--- src/rtl/fpu_ss_pkg.sv ---
// Shared types and constants for the FPU subsystem memory interface.
package fpu_ss_pkg;

  localparam int unsigned X_ID_WIDTH = 4;

  localparam logic [5:0] EXC_LD_MISALIGNED = 6'd4;
  localparam logic [5:0] EXC_ST_MISALIGNED = 6'd6;

  // Per-transaction bookkeeping carried from the address phase to the response phase.
  typedef struct packed {
    logic [X_ID_WIDTH-1:0] id;
    logic                  we;
    logic [1:0]            offset;
    logic [1:0]            size;
  } xif_mem_meta_t;

  // True when the access cannot be performed as a single aligned bus word access.
  function automatic logic is_misaligned(input logic [2:0] size, input logic [1:0] offset);
    logic mis;
    case (size)
      3'd0:    mis = 1'b0;
      3'd1:    mis = offset[0];
      3'd2:    mis = (offset != 2'b00);
      default: mis = 1'b1;
    endcase
    return mis;
  endfunction

  // Byte enables for an access of the given size starting at the given byte lane.
  function automatic logic [3:0] byte_enable(input logic [1:0] size, input logic [1:0] offset);
    logic [3:0] base;
    case (size)
      2'd0:    base = 4'b0001;
      2'd1:    base = 4'b0011;
      default: base = 4'b1111;
    endcase
    return base << offset;
  endfunction

endpackage

--- src/rtl/xif_mem_meta_fifo.sv ---
// Metadata FIFO tracking outstanding bus transactions in issue order.
module xif_mem_meta_fifo
  import fpu_ss_pkg::*;
#(
  parameter int unsigned DEPTH = 2,
  parameter int unsigned CNT_W = $clog2(DEPTH + 1)
) (
  input  logic               clk_i,
  input  logic               rst_ni,
  input  logic               push_i,
  input  logic               pop_i,
  input  xif_mem_meta_t      wdata_i,
  output xif_mem_meta_t      rdata_o,
  output logic               full_o,
  output logic               empty_o,
  output logic [CNT_W-1:0]   count_o
);

  localparam int unsigned PTR_W = (DEPTH > 1) ? $clog2(DEPTH) : 1;

  xif_mem_meta_t       mem_q [DEPTH];
  logic [PTR_W-1:0]    wr_ptr_q, wr_ptr_d;
  logic [PTR_W-1:0]    rd_ptr_q, rd_ptr_d;
  logic [CNT_W-1:0]    count_q, count_d;
  logic                push_ok;
  logic                pop_ok;

  assign full_o  = (count_q == CNT_W'(DEPTH));
  assign empty_o = (count_q == CNT_W'(0));
  assign count_o = count_q;
  assign rdata_o = mem_q[rd_ptr_q];

  // Next pointer and occupancy; a pop on an empty FIFO is discarded.
  always_comb begin
    push_ok  = push_i & ~full_o;
    pop_ok   = pop_i & ~empty_o;
    wr_ptr_d = wr_ptr_q;
    rd_ptr_d = rd_ptr_q;
    count_d  = count_q;
    if (push_ok) begin
      wr_ptr_d = (wr_ptr_q == PTR_W'(DEPTH - 1)) ? PTR_W'(0) : wr_ptr_q + PTR_W'(1);
    end else begin
      wr_ptr_d = wr_ptr_q;
    end
    if (pop_ok) begin
      rd_ptr_d = (rd_ptr_q == PTR_W'(DEPTH - 1)) ? PTR_W'(0) : rd_ptr_q + PTR_W'(1);
    end else begin
      rd_ptr_d = rd_ptr_q;
    end
    case ({push_ok, pop_ok})
      2'b10:   count_d = count_q + CNT_W'(1);
      2'b01:   count_d = count_q - CNT_W'(1);
      default: count_d = count_q;
    endcase
  end

  // Pointer, count and storage registers.
  always_ff @(posedge clk_i or negedge rst_ni) begin
    if (!rst_ni) begin
      wr_ptr_q <= PTR_W'(0);
      rd_ptr_q <= PTR_W'(0);
      count_q  <= CNT_W'(0);
      for (int i = 0; i < int'(DEPTH); i++) begin
        mem_q[i] <= '0;
      end
    end else begin
      wr_ptr_q <= wr_ptr_d;
      rd_ptr_q <= rd_ptr_d;
      count_q  <= count_d;
      if (push_ok) begin
        mem_q[wr_ptr_q] <= wdata_i;
      end
    end
  end

endmodule

--- src/rtl/xif_mem_responder.sv ---
// Core-side CV-X-IF memory responder: XIF mem requests to OBI data port, registered results.
module xif_mem_responder
  import fpu_ss_pkg::*;
#(
  parameter int unsigned DEPTH = 2
) (
  input  logic                  clk_i,
  input  logic                  rst_ni,
  input  logic                  x_mem_valid_i,
  output logic                  x_mem_ready_o,
  input  logic [X_ID_WIDTH-1:0] x_mem_req_id_i,
  input  logic [31:0]           x_mem_req_addr_i,
  input  logic                  x_mem_req_we_i,
  input  logic [2:0]            x_mem_req_size_i,
  input  logic [31:0]           x_mem_req_wdata_i,
  input  logic                  x_mem_req_spec_i,
  input  logic                  x_mem_req_last_i,
  output logic                  x_mem_resp_exc_o,
  output logic [5:0]            x_mem_resp_exccode_o,
  output logic                  x_mem_result_valid_o,
  output logic [X_ID_WIDTH-1:0] x_mem_result_id_o,
  output logic [31:0]           x_mem_result_rdata_o,
  output logic                  x_mem_result_err_o,
  output logic                  data_req_o,
  input  logic                  data_gnt_i,
  output logic [31:0]           data_addr_o,
  output logic                  data_we_o,
  output logic [3:0]            data_be_o,
  output logic [31:0]           data_wdata_o,
  input  logic                  data_rvalid_i,
  input  logic [31:0]           data_rdata_i,
  input  logic                  data_err_i
);

  localparam int unsigned CNT_W = $clog2(DEPTH + 1);

  // spec/last are only checked by the protocol checker, not used by the datapath.
  logic unused_hint_s;
  assign unused_hint_s = x_mem_req_spec_i ^ x_mem_req_last_i;

  logic             misaligned_s;
  logic             push_s;
  logic             pop_s;
  logic             fifo_full_s;
  logic             fifo_empty_s;
  logic [CNT_W-1:0] unused_count_s;
  xif_mem_meta_t    push_meta_s;
  xif_mem_meta_t    head_meta_s;
  logic [31:0]      rdata_shift_s;

  logic                  result_valid_q, result_valid_d;
  logic [X_ID_WIDTH-1:0] result_id_q,    result_id_d;
  logic [31:0]           result_rdata_q, result_rdata_d;
  logic                  result_err_q,   result_err_d;

  // Request path: exception or bus access, all decided combinationally from the request.
  always_comb begin
    misaligned_s         = is_misaligned(x_mem_req_size_i, x_mem_req_addr_i[1:0]);
    data_req_o           = x_mem_valid_i & ~misaligned_s & ~fifo_full_s;
    push_s               = data_req_o & data_gnt_i;
    x_mem_resp_exc_o     = x_mem_valid_i & misaligned_s;
    x_mem_ready_o        = push_s | x_mem_resp_exc_o;
    x_mem_resp_exccode_o = 6'd0;
    if (x_mem_resp_exc_o) begin
      x_mem_resp_exccode_o = x_mem_req_we_i ? EXC_ST_MISALIGNED : EXC_LD_MISALIGNED;
    end else begin
      x_mem_resp_exccode_o = 6'd0;
    end
    data_addr_o  = {x_mem_req_addr_i[31:2], 2'b00};
    data_we_o    = x_mem_req_we_i;
    data_be_o    = byte_enable(x_mem_req_size_i[1:0], x_mem_req_addr_i[1:0]);
    data_wdata_o = x_mem_req_wdata_i << {x_mem_req_addr_i[1:0], 3'b000};
    push_meta_s.id     = x_mem_req_id_i;
    push_meta_s.we     = x_mem_req_we_i;
    push_meta_s.offset = x_mem_req_addr_i[1:0];
    push_meta_s.size   = x_mem_req_size_i[1:0];
  end

  xif_mem_meta_fifo #(
    .DEPTH (DEPTH),
    .CNT_W (CNT_W)
  ) u_meta_fifo (
    .clk_i   (clk_i),
    .rst_ni  (rst_ni),
    .push_i  (push_s),
    .pop_i   (pop_s),
    .wdata_i (push_meta_s),
    .rdata_o (head_meta_s),
    .full_o  (fifo_full_s),
    .empty_o (fifo_empty_s),
    .count_o (unused_count_s)
  );

  // Result path: align and zero-extend load data of the oldest transaction; responses with no
  // outstanding transaction are dropped.
  always_comb begin
    pop_s          = data_rvalid_i & ~fifo_empty_s;
    rdata_shift_s  = data_rdata_i >> {head_meta_s.offset, 3'b000};
    result_valid_d = pop_s;
    result_id_d    = result_id_q;
    result_rdata_d = result_rdata_q;
    result_err_d   = result_err_q;
    if (pop_s) begin
      result_id_d  = head_meta_s.id;
      result_err_d = data_err_i;
      if (head_meta_s.we) begin
        result_rdata_d = 32'd0;
      end else begin
        case (head_meta_s.size)
          2'd0:    result_rdata_d = {24'd0, rdata_shift_s[7:0]};
          2'd1:    result_rdata_d = {16'd0, rdata_shift_s[15:0]};
          default: result_rdata_d = rdata_shift_s;
        endcase
      end
    end else begin
      result_rdata_d = result_rdata_q;
    end
  end

  // Result stage registers.
  always_ff @(posedge clk_i or negedge rst_ni) begin
    if (!rst_ni) begin
      result_valid_q <= 1'b0;
      result_id_q    <= '0;
      result_rdata_q <= 32'd0;
      result_err_q   <= 1'b0;
    end else begin
      result_valid_q <= result_valid_d;
      result_id_q    <= result_id_d;
      result_rdata_q <= result_rdata_d;
      result_err_q   <= result_err_d;
    end
  end

  assign x_mem_result_valid_o = result_valid_q;
  assign x_mem_result_id_o    = result_id_q;
  assign x_mem_result_rdata_o = result_rdata_q;
  assign x_mem_result_err_o   = result_err_q;

endmodule

--- config.mk ---
export PLATFORM = sky130hd
export DESIGN_NAME = xif_mem_responder
export DESIGN_NICKNAME = d
export VERILOG_FILES = /design/src/rtl/fpu_ss_pkg.sv /design/src/rtl/xif_mem_meta_fifo.sv /design/src/rtl/xif_mem_responder.sv
export SDC_FILE = /design/constraint.sdc
export NUM_CORES = 1
export LEC_CHECK = 0
export BUFFER_PORTS_ARGS = -buffer_cell sky130_fd_sc_hd__buf_2
export CORE_MARGIN = 10
export CORE_UTILIZATION = 40
export CTS_BUF_LIST = sky130_fd_sc_hd__clkbuf_4 sky130_fd_sc_hd__clkbuf_8 sky130_fd_sc_hd__clkbuf_16
export DETAILED_ROUTE_END_ITERATION = 8
export MAX_ROUTING_LAYER = met4
export PLACE_DENSITY = 0.75
export SKIP_LAST_GASP = 1
export SYNTH_ARGS = -nofsm -noshare
export SYNTH_HDL_FRONTEND = slang
export SYNTH_SLANG_ARGS = --single-unit
--- constraint.sdc ---
create_clock -name clk_i -period 1.8 [get_ports clk_i]
set_input_delay 0.09 -clock clk_i [delete_from_list [all_inputs] [get_ports clk_i]]
set_output_delay 0.09 -clock clk_i [all_outputs]
set_load 0.05 [all_outputs]
==> Word-level counts from Yosys, hierarchy flattened <==
Cells that the tools add are included.
{ "op_classes": {"reduce_logical": 7, "order_cmp": 3, "shifts": 3, "mux": 15, "n_addsub": 4, "n_bitwise": 13, "n_eq_ne": 7} }
{ "ops": {"columns": ["cell", "n"], "rows": [
  ["case mux 32 bit (2 select lines)", 1],
  ["2-to-1 mux 9 bit", 4],
  ["2-to-1 mux 32 bit", 1],
  ["left shift 32 x 5 -> 32 bit", 1],
  ["right shift 32 x 5 -> 32 bit", 1],
  ["bitwise mux 18 bit", 1],
  ["demux 9 bit (select 1 bit)", 1],
  ["case mux 4 bit (2 select lines)", 1],
  ["AND 1 bit", 7],
  ["equality test 2 x 1 -> 1 bit (second input constant)", 3],
  ["logical NOT 2 bit", 3],
  ["equality test 2 bit (second input constant)", 2],
  [">= comparator 2 bit (second input constant)", 2],
  ["inverter 1 -> 2 bit", 2],
  ["case mux 2 bit (2 select lines)", 1],
  ["nonzero test 2 bit", 2],
  ["left shift 4 x 2 -> 4 bit", 1],
  ["equality test 3 x 1 -> 1 bit (second input constant)", 1],
  ["equality test 3 x 2 -> 1 bit (second input constant)", 1],
  ["logical NOT 3 bit", 1],
  ["2-to-1 mux 3 bit", 1],
  ["inverter 1 bit", 3],
  ["case mux 1 bit (3 select lines)", 1],
  ["adder 1 bit (second input constant)", 2],
  ["7 further kinds", 8]
]} }
{ "totals": {"out_inout_bits": 116, "in_bits": 112, "regBits": 60, "elab_cells": 67} }

==> Depth between registers and ports, before layout <==
{ "logic_depth": {"word_depth": 9, "mapped_depth": 9, "depth_no_buf": 8} }

==> Cells and area by module <==
From an unflattened synthesis, not the netlist that was laid out.
{ "unflattened": {"hier_cells": 354, "hier_area_um2": 3752.3} }
{ "by_module_without_submodules": {"columns": ["mod", "seq_area_each_um2", "n_inst", "area_each_um2", "cells_each"], "rows": [
  ["xif_mem_responder", 950.9, 1, 2760.1, 288],
  ["xif_mem_meta_fifo", 550.5, 1, 992.2, 66]
]} }

==> Worst setup path before layout <==
Ideal clock, no wire load.
{ "synth_path": {"path_type": "input to output", "startpoint": "input x_mem_req_addr_i[0]", "endpoint": "output data_wdata_o[16]", "n_path_buf": 3, "path_slack_ns": -0.250, "required_time_ns": 1.710, "stages": 5, "arrival_ns": 1.960, "path_cell_list": "clkbuf_2 clkbuf_1 buf_2 mux2i_1 o21ai_0"} }
{ "synth_between": {"elab_chain_len": 1} }
{ "synth_lines": {"columns": ["item", "line_no", "source"], "rows": [
  ["start: declaration", "xif_mem_responder.sv:12", "input logic [31:0] x_mem_req_addr_i,"],
  ["left shift 32 x 5 -> 32 bit", "xif_mem_responder.sv:72", "data_wdata_o = x_mem_req_wdata_i << {x_mem_req_addr_i[1:0], 3'b000};"],
  ["end: declaration", "xif_mem_responder.sv:29", "output logic [31:0] data_wdata_o,"]
]} }
Every way passes these cells.

==> Worst setup path after layout <==
{ "layout_path": {"startpoint": "register u_meta_fifo.count_q[0] (netlist: u_meta_fifo.count_o[0])", "endpoint": "output x_mem_ready_o"} }
{ "layout_between": {"elab_chain_len": 5} }
{ "layout_lines": {"columns": ["item", "line_no", "source"], "rows": [
  ["start: declaration", "xif_mem_meta_fifo.sv:24", "logic [CNT_W-1:0] count_q, count_d;"],
  ["start signal: assignment", "xif_mem_meta_fifo.sv:69", "count_q <= count_d;"],
  ["equality test 2 bit", "xif_mem_meta_fifo.sv:28", "assign full_o = (count_q == CNT_W'(DEPTH));"],
  ["inverter 1 bit", "xif_mem_responder.sv:59", "data_req_o = x_mem_valid_i & ~misaligned_s & ~fifo_full_s;"],
  ["AND 1 bit", "xif_mem_responder.sv:59", null],
  ["AND 1 bit", "xif_mem_responder.sv:60", "push_s = data_req_o & data_gnt_i;"],
  ["OR 1 bit", "xif_mem_responder.sv:62", "x_mem_ready_o = push_s | x_mem_resp_exc_o;"],
  ["end: declaration", "xif_mem_responder.sv:10", "output logic x_mem_ready_o,"]
]} }
Every way passes these cells.

==> flow_metrics.py <==
metrics = {
    "status": {
        "run_status": "finished clean",
    },
    "drt": {
        "via_count": 3834,
        "post-route-drc-count": 0,
        "drt_pass1_iterations": 5,
        "ant_nets": 0,
        "drt_iter0_markers": 242,
        "routedWlPerCell_um": 17.44,
        "routed_wirelength_mm": 12.26,
        "detail_route.vias_per_cell": 5.454,
    },
    "sta": {
        "fin_hold_ws_ps": 28.59,
        "final-max-slew-violation-count": 0,
        "final.setup.tns_ps": 0,
        "final_worst_path_setup_slack_ps": 67.52,
        "final_hold_vio_count": 0,
        "clk_skew_ps": 4.108,
        "period_needed_ps": 1732,
        "report.final.setup_viol": 0,
        "finalCritPeriodShare_pct": 96.25,
        "max_clock_freq_ghz": 0.5772,
        "tightest_slew_ps": 635.4,
        "worst_slew_margin_rel_pct": 57.55,
    },
    "worst_setup_path": {
        "critical_path_arrival_ps": 1640,
        "endpoint_kind": "output port",
        "setup.worst_path.class": "register to output port",
        "critical_path.startpoint_type": "register",
        "rrSetupSlack_ps": 120,
        "worst-endpoint-required_ps": 1710,
        "timing.critical_path.fanout_max": 4,
    },
    "clock_network": {
        "cts.repair_timing.setup_buffer_count": 0,
        "cts_tree": "yes",
        "clockRootBuffer": "clkbuf_8",
        "insertion_delay_to_the_later_sink_of_the_worst_skew_pair_ps": 340,
        "cts_num_sinks": 60,
        "clk_pin_slew_worst_paths_ps": 70,
        "cts_buffers": 9,
        "clk_path_buf_depth": 2,
        "htree_levels": 3,
    },
    "hold_path": {
        "hold_path.class": "input port to register",
    },
    "layout": {
        "insertedDiodeCount": 0,
        "layoutNonFillerInstCount": 703,
        "layout_cells_sized_above_1_pct": 40.88,
        "final_core_utilization_pct": 51.58,
        "nNetsFinal": 678,
        "layout-area-overhead-vs-synth_pct": 26.84,
    },
    "yosys": {
        "netlist_area_um2": 3920,
        "synth_area_per_cell_um2": 9.224,
        "synth_seq_area_share_pct": 38.30,
        "syn_inst": 425,
        "postSynthRegisterBits": 60,
        "ys_types": 36,
        "synth-warning-count": 0,
    },
    "placement": {
        "placement.io_buffers": 159,
        "gp_routability_congestion": 0.9183,
        "pre_cts_worst_setup_slack_ps": 41.69,
        "place.detailed.instances": 681,
        "post-dp-hpwl_mm": 9.685,
    },
    "flow_run": {
        "max_cap_viol_count": 0,
    },
    "die": {
        "die_w_um": 119.0,
        "floorplan_core_area_um2": 9639,
        "die_h_um": 119.0,
        "placementRows": 36,
        "die_area_um2": 14160,
        "initial_standard_cell_utilization_of_the_core_pct": 40.67,
        "io-pin-count": 228,
    },
    "power_and_ir_drop": {
        "total_leakage_power_nw": 2.479,
        "power.ir.vdd_worst_mv": 0.7252,
        "cellPowerDensity_nw_per_um2": 1652,
    },
    "global_route": {
        "grt.total_usage_pct": 16.98,
        "grt_first_pass_wirelength_mm": 19.67,
        "via_count_of_the_first_global_routing_pass": 4090,
        "grt_start_max_net_pins": 43,
        "global_route.overflow_total": 0,
        "antenna_found_initial": 0,
    },
}
## layout by cell type (no fill, tap or decap), types with 17 or more instances in the layout
master	netlist	layout
buf_4	38	26
nand2_1	40	40
dfrtp_1	60	58
a211oi_1	17	17
a21oi_1	49	49
o21ai_0	30	21
buf_2	4	158
mux2i_1	29	29
mux2_2	18	17
## synth_stat cells
cell      number  share of area (%)
and3b_1        1               0.22
a21oi_1       49                6.3
mux2i_2        1               0.35
nand2b_1       3               0.48
nor2_1        13                1.2
or2_2          2               0.32
nor3_1         3               0.38
o21a_1         2               0.38
mux2_2        18                5.2
nor4_4         2                1.1
a21o_1         9                1.7
o21ai_1        1               0.13
o21ai_0       30                3.8
a21boi_0      16                3.1
nand2_1       40                3.8
buf_1          6               0.57
o22a_2         1               0.26
buf_2          4               0.51
a211oi_1      17                3.3
conb_1         1              0.096
clkbuf_1      18                1.7
nor2b_1       10                1.6
inv_1          6               0.57
clkbuf_2       1               0.13
xnor2_1        5                1.1
buf_4         38                7.3
o311a_1        1               0.26
a32o_1        16                4.1
and2_1        10                1.6
o211ai_1       1               0.19
dfrtp_1       60                 38
mux2_1         1               0.29
ha_1           1               0.32
a22o_1         8                1.8
nor3b_1        1               0.19
mux2i_1       29                7.4
## cells by family after synthesis
kind of cell	synth area share, %
buffers and inverters	10.79
muxes	13.21
AOI/OAI and AO/OA	25.22
and+or+nand+nor	10.95
xor gates and xnor gates	1.117
other	0.09566
DFF	38.30
adders and majority gates	0.3191
## area by class of cell
type / count / area, um^2
sequential: 60 / 1504
fill: 895 / 4667
clock buffer: 10 / 137.6
multi-input combinational: 297 / 2037
clock inverter: 6 / 38.79
timing repair buffer: 191 / 1066
tap: 133 / 166.4
inverter: 6 / 22.52
## per-stage QoR
step,power [mW],cell area (um^2)
6_report,8.213,4972
5_1_grt,8.765,4972
4_1_cts,8.203,4959
3_5_place_dp,7.101,4720
3_3_place_gp,6.967,4720
2_1_floorplan,5.965,3946
## worst max-delay path, cell delays in order, from the launching register on
cell	delay, ps
dfrtp_2	440
o21ai_2	160
nor3_1	80
buf_4	150
or2_2	280
buf_4	190
## timing repair
item | 4_1_cts | 5_1_grt
hold buffers | 6 | 0
endpoints found under the setup margin | 1 | 17
gates resized for setup | 2 | 6
hold endpoints to repair | 33 | 0
## flip-flops by register name, summed over array words and instances, names as in the netlist
| signal | cells |
|---|---|
| x_mem_result_id_o | 4 |
| x_mem_result_err_o | 1 |
| u_meta_fifo.rd_ptr_q | 1 |
| u_meta_fifo.count_o | 2 |
| u_meta_fifo.mem_q | 18 |
| x_mem_result_valid_o | 1 |
| x_mem_result_rdata_o | 32 |
| u_meta_fifo.wr_ptr_q | 1 |
## where the power goes
group	switching [mW]	internal (mW)	total [mW]
Clock	0.543	0.533	1.08
Sequential	0.392	1.91	2.30
Combinational	3.17	1.67	4.84
Total	4.11	4.11	8.21
## per-layer routing
layer  share of wire (%)  track usage (%)  vias to the layer above
met4                 3.1            7.405                        0
met2                  45            25.83                      236
met3                 7.9            4.676                       41
met5                   0                -                        -
met1                  44            20.68                     1781
li1                    -                -                     1776
## worst paths after layout
| check | startpoint | end | cells past startpoint |
|---|---|---|---|
| min | data_rdata_i[27] | x_mem_result_rdata_o[27]$_DFFE_PN0P_ | 2 |
| max in group asynchronous | rst_ni | u_meta_fifo.rd_ptr_q$_DFFE_PN0P_ | 3 |
| max reg2reg | u_meta_fifo.rd_ptr_q$_DFFE_PN0P_ | x_mem_result_rdata_o[15]$_DFFE_PN0P_ | 6 |
| min in group asynchronous | rst_ni | x_mem_result_rdata_o[26]$_DFFE_PN0P_ | 2 |
| min reg2reg | x_mem_result_id_o[1]$_DFFE_PN0P_ | x_mem_result_id_o[1]$_DFFE_PN0P_ | 2 |
| max | u_meta_fifo.count_o[0]$_DFFE_PN0P_ | x_mem_ready_o | 5 |
Power figures use the tool's default switching activity.
